==> src/rtl/sprite_pkg.sv <==
// Shared types and constants for the digit sprite renderer.
//   COLOR_W              pixel colour width (4:4:4 RGB)
//   SPRITE_DIM           sprite edge length in pixels
//   TRANSPARENT_DEFAULT  ROM colour that is treated as see-through
//   digit_t              4-bit digit value; 10-15 are accepted but drawn blank
//   upd_state_t          states of the digit handshake/frame-latch FSM
package sprite_pkg;

  localparam int COLOR_W    = 12;
  localparam int SPRITE_DIM = 32;

  localparam logic [COLOR_W-1:0] TRANSPARENT_DEFAULT = 12'hFFF;

  typedef logic [3:0] digit_t;

  localparam digit_t MAX_SHOWN_DIGIT = 4'd9;

  typedef enum logic {
    ST_IDLE,
    ST_PENDING
  } upd_state_t;

endpackage

==> src/rtl/digit_update_ctrl.sv <==
// Digit handshake and frame latch.
// A digit offered while idle is captured into a pending register; the
// pending value only becomes the active digit at the next frame_tick so the
// displayed glyph never changes mid-frame.
//   clk, reset_n   clock, asynchronous active-low reset
//   digit_in       requested digit
//   digit_valid    digit_in is offered
//   frame_tick     one-cycle pulse at start of vertical blank
//   digit_ready    high exactly while idle (registered)
//   active_digit   digit currently displayed
module digit_update_ctrl
  import sprite_pkg::*;
(
  input  logic       clk,
  input  logic       reset_n,
  input  logic [3:0] digit_in,
  input  logic       digit_valid,
  input  logic       frame_tick,
  output logic       digit_ready,
  output logic [3:0] active_digit
);

  upd_state_t state;
  digit_t     pending;

  always_ff @(posedge clk or negedge reset_n) begin
    if (!reset_n) begin
      state        <= ST_IDLE;
      pending      <= '0;
      active_digit <= '0;
      digit_ready  <= 1'b1;
    end else begin
      case (state)
        ST_IDLE: begin
          // A frame_tick in the same cycle is deliberately ignored here; the
          // captured digit waits for the following tick.
          if (digit_valid) begin
            pending     <= digit_in;
            state       <= ST_PENDING;
            digit_ready <= 1'b0;
          end
        end
        ST_PENDING: begin
          if (frame_tick) begin
            active_digit <= pending;
            state        <= ST_IDLE;
            digit_ready  <= 1'b1;
          end
        end
        default: begin
          state       <= ST_IDLE;
          digit_ready <= 1'b1;
        end
      endcase
    end
  end

endmodule

==> src/rtl/digit_sprite_renderer.sv <==
// Renders one 32x32 digit sprite from an external registered ROM.
// Optional feature: define DIGIT_BLINK_EN to blank the sprite during the
// upper half of a 32-frame cycle while blink is high.
//   clk, reset_n        clock, asynchronous active-low reset
//   x, y, video_on      current pixel from the VGA sync unit
//   frame_tick          start-of-vertical-blank pulse
//   digit_in/valid/ready digit update handshake
//   blink               blink request (ignored without DIGIT_BLINK_EN)
//   rom_sel/row/col     ROM address (row/col combinational from x, y)
//   rom_data            ROM colour, valid one cycle after the address
//   sprite_on, rgb_out  registered pixel result, two cycles after x, y
module digit_sprite_renderer
  import sprite_pkg::*;
#(
  parameter logic [9:0]         X0          = 10'd300,
  parameter logic [9:0]         Y0          = 10'd20,
  parameter logic [COLOR_W-1:0] TRANSPARENT = TRANSPARENT_DEFAULT
) (
  input  logic               clk,
  input  logic               reset_n,
  input  logic [9:0]         x,
  input  logic [9:0]         y,
  input  logic               video_on,
  input  logic               frame_tick,
  input  logic [3:0]         digit_in,
  input  logic               digit_valid,
  output logic               digit_ready,
  input  logic               blink,
  output logic [3:0]         rom_sel,
  output logic [4:0]         rom_row,
  output logic [4:0]         rom_col,
  input  logic [COLOR_W-1:0] rom_data,
  output logic               sprite_on,
  output logic [COLOR_W-1:0] rgb_out
);

  // 11-bit box limits so X0+32 / Y0+32 cannot wrap near the 10-bit limit.
  localparam logic [10:0] X_LO = {1'b0, X0};
  localparam logic [10:0] X_HI = X_LO + 11'(SPRITE_DIM);
  localparam logic [10:0] Y_LO = {1'b0, Y0};
  localparam logic [10:0] Y_HI = Y_LO + 11'(SPRITE_DIM);

  digit_t active_digit;
  logic   in_box;
  logic   box_d1;
  logic   blank_now;
  logic   show;

  digit_update_ctrl u_ctrl (
    .clk          (clk),
    .reset_n      (reset_n),
    .digit_in     (digit_in),
    .digit_valid  (digit_valid),
    .frame_tick   (frame_tick),
    .digit_ready  (digit_ready),
    .active_digit (active_digit)
  );

  assign rom_sel = active_digit;

  // Only the low five bits of the offset are needed, and those depend only
  // on the low five bits of the operands.
  assign rom_row = y[4:0] - Y0[4:0];
  assign rom_col = x[4:0] - X0[4:0];

  always_comb begin
    in_box = video_on
          && ({1'b0, x} >= X_LO) && ({1'b0, x} < X_HI)
          && ({1'b0, y} >= Y_LO) && ({1'b0, y} < Y_HI);
  end

`ifdef DIGIT_BLINK_EN
  logic [4:0] frame_cnt;

  always_ff @(posedge clk or negedge reset_n) begin
    if (!reset_n) begin
      frame_cnt <= '0;
    end else if (frame_tick) begin
      frame_cnt <= frame_cnt + 5'd1;
    end
  end

  assign blank_now = blink & frame_cnt[4];
`else
  logic blink_unused;
  assign blink_unused = blink;
  assign blank_now    = 1'b0;
`endif

  // Stage 1 delays in_box to line up with rom_data; stage 2 is the output
  // register itself.
  always_comb begin
    show = box_d1
        && (rom_data != TRANSPARENT)
        && (active_digit <= MAX_SHOWN_DIGIT)
        && !blank_now;
  end

  always_ff @(posedge clk or negedge reset_n) begin
    if (!reset_n) begin
      box_d1    <= 1'b0;
      sprite_on <= 1'b0;
      rgb_out   <= '0;
    end else begin
      box_d1    <= in_box;
      sprite_on <= show;
      rgb_out   <= show ? rom_data : '0;
    end
  end

endmodule
==> config.mk <==
export PLATFORM = sky130hd
export DESIGN_NAME = digit_sprite_renderer
export DESIGN_NICKNAME = d
export VERILOG_FILES = /design/src/rtl/sprite_pkg.sv /design/src/rtl/digit_update_ctrl.sv /design/src/rtl/digit_sprite_renderer.sv
export SDC_FILE = /design/constraint.sdc
export NUM_CORES = 1
export LEC_CHECK = 0
export ABC_CLOCK_PERIOD_IN_PS = 3430
export BUFFER_PORTS_ARGS = -buffer_cell sky130_fd_sc_hd__buf_2
export CORE_MARGIN = 4
export CORE_UTILIZATION = 40
export CTS_CLUSTER_DIAMETER = 50
export CTS_CLUSTER_SIZE = 20
export DETAILED_ROUTE_END_ITERATION = 8
export PLACE_DENSITY = 0.78
export SKIP_CTS_REPAIR_TIMING = 1
export SLEW_MARGIN = 10
export SYNTH_ARGS = -nofsm -noshare
export SYNTH_HDL_FRONTEND = slang
export SYNTH_SLANG_ARGS = --single-unit
==> constraint.sdc <==
create_clock -name clk -period 3.43 [get_ports clk]
set_clock_uncertainty 0.15 [all_clocks]
set_input_delay 0.1715 -clock clk [delete_from_list [all_inputs] [get_ports clk]]
set_output_delay 0.1715 -clock clk [all_outputs]
set_load 0.05 [all_outputs]
==> out/results.md, run 1 <==
| Item | Reported |
| --- | --- |
| Initial core utilization | 41.90% |
| Post-synthesis register bit count | 24 |
| Critical path class | primary input to register |
| Number of instances on the worst hold path | 3 |
| Clock root buffer | sky130_fd_sc_hd__clkbuf_4 |
| Number of failing hold endpoints at the final stage | 1 |
| Number of primary I/O pins | 70 |
| Ratio of total power to cell area | 490.9 nW/um2 |
| Worst hold path class | primary input to register |
| Syn_nets | 126 |
| Global routing usage summed across all routing layers | 13.63% |
| Slew at the pin closest to its max-slew limit | 0.5037 ns |
| Clock tree from TritonCTS | done |
| DRT Wirelength | 2686 um |
| R2r worst-path depth | 2 |
| EDFF count, synth | 0 |
| Iteration count of the initial detailed-routing pass | 4 |
| Antenna violations before repair | 0 |
| Worst slew margin relative to its limit | 66.42% |
| Achievable frequency | 565.8 MHz |
| Fraction of final layout cells with drive strength greater than 1 | 48.50% |
| Primary flip-flop cell chosen by synthesis mapping | sky130_fd_sc_hd__dfrtp_1 |
| Final Cycle Share | 51.53% |
| Yosys warns | 0 |
| Outcome | complete, but fails checks |
| First-pass GRT wire length | 3608 um |
| Count of placed standard cells in the final layout, fillers left out | 197 |
| Proportion of netlist area held by the largest area contributor | 55.96% |
| Top post-synthesis cells by area | sky130_fd_sc_hd__dfrtp_1 (56%), sky130_fd_sc_hd__mux2_2 (8.8%), sky130_fd_sc_hd__and2_1 (7.3%) |
| Maximum fanout along the worst path | 2 |
| Clock input transition at the sequential cells of the worst setup and hold paths | 0.13 ns |
| Slowest Stage Delay on Critical Path | 0.57 ns |
| Placement-stage cell area | 1371 um2 |
| Total of max-cap violations | 0 |
| Detailed placer's ending HPWL | 2011 um |
| Cell type contributing the most total cell area after synthesis | sky130_fd_sc_hd__dfrtp_1 |
| Net count reported at finish | 214 |
| Overall power of the completed layout | 0.7973 mW |
| Number of DRC violations after detailed-routing iteration 0 | 14 |
| Total of fill cells in the finished design | 181 |
| Clock Path Buffers | 2 |
| Routed length per instance | 13.63 um |
| Slew Limit Fails | 0 |
| Min Hold Slack | -0.03833 ns |
| Post-route DRC | 0 |
| Required time at the worst-slack endpoint | 3.48 ns |
| Final global-route overflow total | 0 |
| Worst-case hold path end point | u_ctrl.digit_ready |
| P&R area growth vs syn | 57.91% |
| CP startpoint kind | primary input |
| Largest net degree at the start of global routing | 25 |
| Cell repeated most along the worst path | sky130_fd_sc_hd__dlygate4sd3_1 |
| Num rows | 18 |
| Commonest non-fill, non-tap cells in the layout | sky130_fd_sc_hd__buf_2 (68), sky130_fd_sc_hd__dfrtp_1 (23), sky130_fd_sc_hd__dlygate4sd3_1 (20), sky130_fd_sc_hd__and2_1 (12), sky130_fd_sc_hd__mux2_2 (8) |
| Number of placed instances with taps included | 173 |
| Routability-driven placement congestion ratio | 0.7625 |
| Clk sink count | 24 |
| Peak supply drop | 341.4 uV |
| Via total after detailed routing | 942 |
| Floorplan core area | 2455 um2 |
| Count of inserted antenna diode cells | 0 |
| Portion of the post-synthesis area used by sequential elements | 58.52% |
| Worst-path cell chain | dlygate4sd3_1 > buf_2 > o311ai_0 > a221oi_1 > dlygate4sd3_1 |
| Port bufs | 68 |
| Area of the die | 3446 um2 |
| LEAKAGE | 0.8745 nW |
| DIE HEIGHT | 58.71 um |
| Data arrival time of the worst path | 1.82 ns |
| Yosys cell types | 21 |
| Width of the chip | 58.71 um |
| Library cell contributing the largest single delay on the critical path | sky130_fd_sc_hd__dlygate4sd3_1 |
| Vias in the first global route | 897 |
| Syn Area/Cell | 12.86 um2 |
| Endpoint of the most critical register-to-register path | u_ctrl.pending[0] |
| Number of vias per cell | 4.782 |
| Gate count of the mapped netlist | 80 |
| Antenna-violating nets left | 0 |
| Critical path capture point type | register |
| Total number of H-tree levels | 1 |
| Total clock buffers created by CTS | 3 |
| Clock Latency Late Sink | 0.31 ns |
| Proportion of register bits with asynchronous set or reset after synthesis | 100.0% |
| Design Area, Final | 1624 um2 |
| Total of endpoints with negative setup slack in the final report | 0 |
| Unrepaired setup endpoints after global routing | no |
| Final worst path period need | 1.767 ns |
| Critical R2R Launch | u_ctrl.state |
| Flop-to-flop setup slack | 2.04 ns |
| Failing checks | negative hold slack |
| Most common cell after layout, fill and taps aside | sky130_fd_sc_hd__buf_2 |
| TNS Setup | 0 ns |
| Cell area after synthesis | 1028 um2 |
| Min-Delay Startpoint | frame_tick |
==> critical path: cells and delay by family <==
family,cells,cell delay (ns)
buf+inv,3,1.23
compound gates,2,0.42
==> kinds of logic after synthesis <==
family                   synth area share, %
AO/OA/AOI/OAI                          5.718
XOR/XNOR                               1.703
adder cells (fa/ha/maj)                4.866
buffers and inverters                  5.596
flip-flops                             58.52
multiplexers                           8.759
AND/OR/NAND/NOR                        14.84
==> stage by stage <==
step,setup slack [ns],utilization [%]
2_1_floorplan,1.596,-
3_3_place_gp,2.005,55.86
3_5_place_dp,1.997,55.86
4_1_cts,1.973,58.00
5_1_grt,1.659,66.16
6_report,1.663,66.16
==> final cells by class <==
| type | instances | area (um2) | area share (%) |
|---|---|---|---|
| multi-input cells | 45 | 369.1 | 22.73 |
| clock inverters | 1 | 30.03 | 1.849 |
| flip-flops and latches | 24 | 601.8 | 37.06 |
| repair buffers | 88 | 540.5 | 33.28 |
| clock buffers | 3 | 22.52 | 1.387 |
| inverters | 6 | 22.52 | 1.387 |
| well taps | 30 | 37.54 | 2.311 |
==> synthesized netlist by cell type, types with 2 or more instances <==
cell,instances
sky130_fd_sc_hd__xnor2_1,2
sky130_fd_sc_hd__inv_1,6
sky130_fd_sc_hd__and2_1,12
sky130_fd_sc_hd__o311ai_0,2
sky130_fd_sc_hd__nor4b_1,2
sky130_fd_sc_hd__nor2b_1,2
sky130_fd_sc_hd__o21ai_0,3
sky130_fd_sc_hd__nand4_1,3
sky130_fd_sc_hd__ha_1,4
sky130_fd_sc_hd__mux2_2,8
sky130_fd_sc_hd__buf_4,4
sky130_fd_sc_hd__dfrtp_1,23
==> state kept, by name (all words and copies together) (netlist names) <==
register,flops
u_ctrl.state,1
u_ctrl.digit_ready,1
u_ctrl.pending,4
sprite_on,1
rgb_out,12
u_ctrl.active_digit,4
box_d1,1
==> worst max-delay path by stage <==
stage                       startpoint           to  slack, ns  depth (start not counted)
floorplan                         y[2]   rom_row[4]       1.60                          3
global placement                  x[2]       box_d1       2.00                          4
detailed placement                x[2]       box_d1       2.00                          4
CTS                 u_ctrl.digit_ready  digit_ready       1.97                          1
global route                      y[5]       box_d1       1.66                          5
finish                            y[5]       box_d1       1.66                          5
==> per-layer routing <==
layer,global-route usage [%],vias to the layer above,part of all wire [%]
li1,-,445,-
met1,15.51,440,36
met2,25.04,55,53
met3,2.851,2,9.9
met4,4.854,0,0.63
met5,0,-,0
==> power breakdown <==
part,total (mW),switching (mW),internal (mW)
Combinational,0.255,0.168,0.0874
Sequential,0.343,0.0219,0.321
Clock,0.199,0.0814,0.118
Total,0.797,0.271,0.526
Note: power is estimated with default switching activity, not from simulation.
==> run 2: changes to the inputs <==
--- a/config.mk
+++ b/config.mk
@@ -5,7 +5,7 @@
 export SDC_FILE = /design/constraint.sdc
 export NUM_CORES = 1
 export LEC_CHECK = 0
-export ABC_CLOCK_PERIOD_IN_PS = 3430
+export ABC_CLOCK_PERIOD_IN_PS = 1700
 export BUFFER_PORTS_ARGS = -buffer_cell sky130_fd_sc_hd__buf_2
 export CORE_MARGIN = 4
 export CORE_UTILIZATION = 40
==> constraint.sdc (replaced) <==
create_clock -name clk -period 1.7 [get_ports clk]
set_clock_uncertainty 0.15 [all_clocks]
set_input_delay 0.085 -clock clk [delete_from_list [all_inputs] [get_ports clk]]
set_output_delay 0.085 -clock clk [all_outputs]
set_load 0.05 [all_outputs]
==> run 2 against run 1 <==
  * The run now ends clean
  * Hold slack gained 0.052 ns
  * Combinational power grew 110%
  * Final area grew 4.5%
  * Critical path depth shrank 2
  * Sequential cell count is the same
  * Wire length grew 12%
  * Final cell count grew 4.6%
  * Via count grew 5.3%
  * Utilization grew 3.0 points
  * Critical path type is now register to register
  * Die area is the same
  * Global-route usage grew 0.099 points
==> out/results.md, run 2 (same netlist as run 1, synthesis figures left out) <==
| Item | Reported |
| --- | --- |
| Outcome | finished, final reports clean |
| Port bufs | 68 |
| Antenna violations before repair | 0 |
| Worst slew margin relative to its limit | 66.04% |
| Data arrival time of the worst path | 1.63 ns |
| Global-route met2 utilization | 26.00% |
| Total of fill cells in the finished design | 171 |
| Critical Path Source | u_ctrl.digit_ready |
| Critical R2R Launch | u_ctrl.digit_ready |
| R2r worst-path depth | 3 |
| Total of endpoints with negative setup slack in the final report | 0 |
| Routability-driven placement congestion ratio | 0.7564 |
| First-pass GRT wire length | 3705 um |
| Flop-to-flop setup slack | 0.18 ns |
| Library cell contributing the largest single delay on the critical path | sky130_fd_sc_hd__dfstp_2 |
| Achievable frequency | 656.9 MHz |
| Critical path capture point type | register |
| Unrepaired setup endpoints after global routing | no |
| Layer with the highest usage | met2 |
| Final worst path period need | 1.522 ns |
| Global Route met3 Usage | 4.386% |
| Top cell family by delay on the critical path | buffers and inverters |
| CP startpoint kind | register |
| Top reg by flops | rgb_out |
| P&R area growth vs syn | 65.09% |
| Maximum fanout along the worst path | 3 |
| Num rows | 18 |
| Clk sink count | 24 |
| Antenna-violating nets left | 0 |
| Fraction of final layout cells with drive strength greater than 1 | 46.02% |
| Routed length per instance | 14.56 um |
| Clock Path Buffers | 2 |
| PnR worst setup slack | 0.1777 ns |
| Ratio of total power to cell area | 897.3 nW/um2 |
| Net count reported at finish | 223 |
| DRT Wirelength | 3000 um |
| Worst Setup Slack post-DPL | 0.3202 ns |
| Iteration count of the initial detailed-routing pass | 3 |
| Number of failing hold endpoints at the final stage | 0 |
| Required time at the worst-slack endpoint | 1.81 ns |
| Global routing usage summed across all routing layers | 13.73% |
| Most common cell after layout, fill and taps aside | sky130_fd_sc_hd__buf_2 |
| Via total after detailed routing | 992 |
| Number of flip-flops under the largest register name | 12 |
| Critical path class | register to register |
| Endpoint of the most critical register-to-register path | u_ctrl.digit_ready |
| Clock tree from TritonCTS | done |
| Area of the die | 3446 um2 |
| Count of placed standard cells in the final layout, fillers left out | 206 |
| Worst Path Buf+Inv | 2 |
| Number of vias per cell | 4.816 |
| Min-Delay Startpoint | x[8] |
| Total clock buffers created by CTS | 3 |
| TNS Setup | 0 ns |
| DIE HEIGHT | 58.71 um |
| Initial core utilization | 41.90% |
| Total number of H-tree levels | 1 |
| Slowest Stage Delay on Critical Path | 0.57 ns |
| Final Cycle Share | 89.54% |
| Number of placed instances with taps included | 173 |
| Final global-route overflow total | 0 |
| Slew Limit Fails | 0 |
| Global Route met1 Usage | 14.83% |
| Clock Latency Late Sink | 0.30 ns |
| LEAKAGE | 0.9016 nW |
| Total of max-cap violations | 0 |
| Clock root buffer | sky130_fd_sc_hd__clkbuf_4 |
| Peak supply drop | 579.5 uV |
| Commonest non-fill, non-tap cells in the layout | sky130_fd_sc_hd__buf_2 (68), sky130_fd_sc_hd__dlygate4sd3_1 (29), sky130_fd_sc_hd__dfrtp_1 (23), sky130_fd_sc_hd__and2_1 (12), sky130_fd_sc_hd__mux2_2 (8) |
| Clock input transition at the sequential cells of the worst setup and hold paths | 0.13 ns |
| Number of primary I/O pins | 70 |
| Worst-path cell chain | inv_1 > o21ai_0 > dlygate4sd3_1 |
| Slew at the pin closest to its max-slew limit | 0.5094 ns |
| Vias in the first global route | 893 |
| Floorplan core area | 2455 um2 |
| Number of DRC violations after detailed-routing iteration 0 | 8 |
| Post-route DRC | 0 |
| Largest net degree at the start of global routing | 25 |
| Count of inserted antenna diode cells | 0 |
| Registers with the highest flip-flop counts | rgb_out: 12 flops, u_ctrl.active_digit: 4 flops, u_ctrl.pending: 4 flops |
| Number of instances on the worst hold path | 4 |
| Width of the chip | 58.71 um |
| Detailed placer's ending HPWL | 2038 um |
| Worst hold path class | primary input to register |
| Worst-case hold path end point | box_d1 |
## run 2: changes by cell type in the layout (fill, tap and decap cells not counted), sizes merged
cell / change
dlygate4sd3: +9
bufinv: -1
clkbuf: +1
## run 2: cell type report
class                           count  area [um2]  share of cell area (%)
Clock buffer                        4       36.28                   2.137
Inverter                            6       22.52                   1.326
Multi-Input combinational cell     45       369.1                   21.74
Sequential cell                    24       601.8                   35.45
Tap cell                           30       37.54                   2.211
Timing Repair Buffer               97       630.6                   37.14
## run 2: through the flow
stage,cell area (um2),power (mW),util [%],hold slack [ns]
after floorplan,1028,1.031,-,-0.3606
after CTS,1408,1.462,57.34,-0.4068
after global routing,1698,1.588,69.16,0.03132
final,1698,1.524,69.16,0.01365
after global placement,1371,1.167,55.86,-0.07740
after detailed placement,1371,1.183,55.86,-0.07061
## run 2: worst register-to-register path: cells and delay by family, from the launching register on
family                 cells  cell delay [ns]
buffers and inverters      2             0.61
DFF                        1             0.57
AOI/OAI and AO/OA          1             0.14
## run 2: how the worst max path moves through the flow
stage                                     to  slack (ns)  cells after the start
after floorplan                   rom_row[4]        0.04                      3
after global placement                box_d1        0.35                      4
after detailed placement   u_ctrl.pending[0]        0.32                      2
final                     u_ctrl.digit_ready        0.18                      3
after CTS                  u_ctrl.pending[0]        0.30                      2
after global routing      u_ctrl.digit_ready        0.14                      3
## run 2: report_power, final
part	switching [mW]	leakage, nW	internal [mW]
Clock	0.161	0.0210	0.130
Combinational	0.345	0.569	0.196
Sequential	0.0440	0.311	0.648
## run 2: per-layer routing
layer	part of all wire, %	wire [um]
met4	0.63	19
met1	36	1069
met3	8.8	264
met5	0	0
met2	55	1646
==> run 3: changes to the inputs <==
==> constraint.sdc (replaced) <==
create_clock -name clk -period 1.7 [get_ports clk]
set_clock_uncertainty 0.15 [all_clocks]
set_input_delay 0.255 -clock clk [delete_from_list [all_inputs] [get_ports clk]]
set_output_delay 0.255 -clock clk [all_outputs]
set_load 0.05 [all_outputs]
==> run 3 against run 2 <==
  * Via count fell by 9.7%
  * Count of clock-buffer cells in the layout did not move
  * Clock power barely moved
  * Global-route usage rose by 0.88 points
  * Critical path depth rose by 1
  * Combinational power fell by 11%
  * Fmax fell by 1.4%
  * Final cell count fell by 13%
  * Hold slack got worse by 0.0033 ns
  * Setup slack got worse by 0.021 ns
  * Wire length fell by 20%
  * Final area fell by 14%
  * Largest cell class is now registers
  * Largest power group unchanged
==> out/results.md, run 3 (same netlist as run 1, synthesis figures left out) <==
| Item | Reported |
| --- | --- |
| Antenna violations before repair | 0 |
| Final Cycle Share | 90.78% |
| Clock input transition at the sequential cells of the worst setup and hold paths | 0.12 ns |
| Library cell contributing the largest single delay on the critical path | sky130_fd_sc_hd__dlygate4sd3_1 |
| Global routing usage summed across all routing layers | 14.61% |
| Vias in the first global route | 912 |
| Final cell utilization of the core | 59.33% |
| Ratio of total power to cell area | 1005 nW/um2 |
| Commonest non-fill, non-tap cells in the layout | sky130_fd_sc_hd__buf_2 (68), sky130_fd_sc_hd__dfrtp_1 (23), sky130_fd_sc_hd__and2_1 (12), sky130_fd_sc_hd__mux2_2 (8), sky130_fd_sc_hd__inv_1 (6) |
| Fraction of final layout cells with drive strength greater than 1 | 54.67% |
| Total of fill cells in the finished design | 211 |
| Total clock buffers created by CTS | 3 |
| Count of inserted antenna diode cells | 0 |
| Number of failing hold endpoints at the final stage | 0 |
| Unrepaired setup endpoints after global routing | no |
| Slew Limit Fails | 0 |
| Overall power of the completed layout | 1.463 mW |
| Total of endpoints with negative setup slack in the final report | 0 |
| Antenna-violating nets left | 0 |
| LEAKAGE | 0.8004 nW |
| Most common cell after layout, fill and taps aside | sky130_fd_sc_hd__buf_2 |
| Critical path class | primary input to register |
| Storage cell area | 601.8 um2 |
| Number of primary I/O pins | 70 |
| Required time at the worst-slack endpoint | 1.77 ns |
| Peak supply drop | 668.6 uV |
| Registers with the highest flip-flop counts | rgb_out: 12 flops, u_ctrl.active_digit: 4 flops, u_ctrl.pending: 4 flops |
| Floorplan core area | 2455 um2 |
| Clock Path Buffers | 2 |
| Clk sink count | 24 |
| Number of instances on the worst hold path | 2 |
| Final global-route overflow total | 0 |
| Data arrival time of the worst path | 1.61 ns |
| Number of vias per cell | 4.978 |
| Number of flip-flops under the largest register name | 12 |
| Worst slew margin relative to its limit | 66.79% |
| Total of max-cap violations | 0 |
| Clock tree from TritonCTS | done |
| Num rows | 18 |
| Slowest Stage Delay on Critical Path | 0.52 ns |
| DRT Wirelength | 2390 um |
| Slew at the pin closest to its max-slew limit | 0.4981 ns |
| First-pass GRT wire length | 3857 um |
| Initial core utilization | 41.90% |
| R2r worst-path depth | 2 |
| Clock Latency Late Sink | 0.32 ns |
| Clock root buffer | sky130_fd_sc_hd__clkbuf_4 |
| Critical path capture point type | register |
| Net count reported at finish | 197 |
| Maximum fanout along the worst path | 4 |
| Port bufs | 68 |
| Min Hold Slack | 0.01034 ns |
| TNS Setup | 0 ns |
| PnR worst setup slack | 0.1568 ns |
| Top reg by flops | rgb_out |
| Worst hold path class | primary input to register |
| Largest net degree at the start of global routing | 25 |
| Via total after detailed routing | 896 |
| Area of the die | 3446 um2 |
| Worst-path cell chain | dlygate4sd3_1 > buf_2 > nor2b_1 > mux2_2 |
| DIE HEIGHT | 58.71 um |
| P&R area growth vs syn | 41.61% |
| Total number of H-tree levels | 1 |
| Width of the chip | 58.71 um |
| Routability-driven placement congestion ratio | 0.7389 |
| Routed length per instance | 13.28 um |
| Outcome | finished, final reports clean |
| Iteration count of the initial detailed-routing pass | 4 |
| Number of DRC violations after detailed-routing iteration 0 | 8 |
| Final worst path period need | 1.543 ns |
| CP startpoint kind | primary input |
| Achievable frequency | 648.0 MHz |
| Post-route DRC | 0 |
| Area occupied by multi-input gates | 387.9 um2 |
| Worst Setup Slack post-DPL | 0.1633 ns |
run 3: cell count changes in the layout (fill, tap and decap cells not counted), sizes merged:
cell         before  now
dlygate4sd3      29    3
run 3: through the flow:
step	instance area, um2	instances
after floorplan	1047	80
after global placement	1390	173
after detailed placement	1390	173
after CTS	1426	177
after global routing	1456	180
final	1456	180
run 3: area by class of cell:
type                            instances  share of cell area [%]
Sequential cell                        24                   41.32
Multi-Input combinational cell         45                   26.63
Timing Repair Buffer                   71                   25.43
Tap cell                               30                   2.577
Clock buffer                            4                   2.491
Inverter                                6                   1.546
run 3: path summary, 6_finish.rpt:
path / slack (ns) / startpoint / to
hold reg to reg: 0.34 / u_ctrl.digit_ready / u_ctrl.digit_ready
setup reg to reg: 0.31 / u_ctrl.state / u_ctrl.pending[1]
hold / removal: 0.01 / rom_data[7] / rgb_out[7]
setup / recovery: 0.16 / digit_valid / u_ctrl.pending[1]
max in group asynchronous: 0.78 / reset_n / u_ctrl.digit_ready
min in group asynchronous: 0.27 / reset_n / u_ctrl.state
run 3: power breakdown:
| part | switching (mW) | total [mW] | leakage (nW) | internal, mW |
|---|---|---|---|---|
| registers | 0.0428 | 0.690 | 0.311 | 0.647 |
| logic | 0.326 | 0.482 | 0.468 | 0.156 |
| clock network | 0.160 | 0.291 | 0.0210 | 0.131 |
| total | 0.529 | 1.46 | 0.800 | 0.935 |
run 3: routing by layer:
| layer | track usage (%) | share of wire [%] | wire length [um] | vias to the layer above |
|---|---|---|---|---|
| li1 | - | - | - | 412 |
| met1 | 16.67 | 35 | 841 | 415 |
| met2 | 24.88 | 47 | 1135 | 62 |
| met3 | 3.947 | 15 | 348 | 7 |
| met4 | 7.767 | 2.7 | 65 | 0 |
| met5 | 0 | 0 | 0 | - |
run 3: critical path: cells and delay by family:
| kind | cells | cell delay (ns) |
|---|---|---|
| simple gates | 1 | 0.34 |
| buf+inv | 2 | 0.63 |
| mux | 1 | 0.38 |
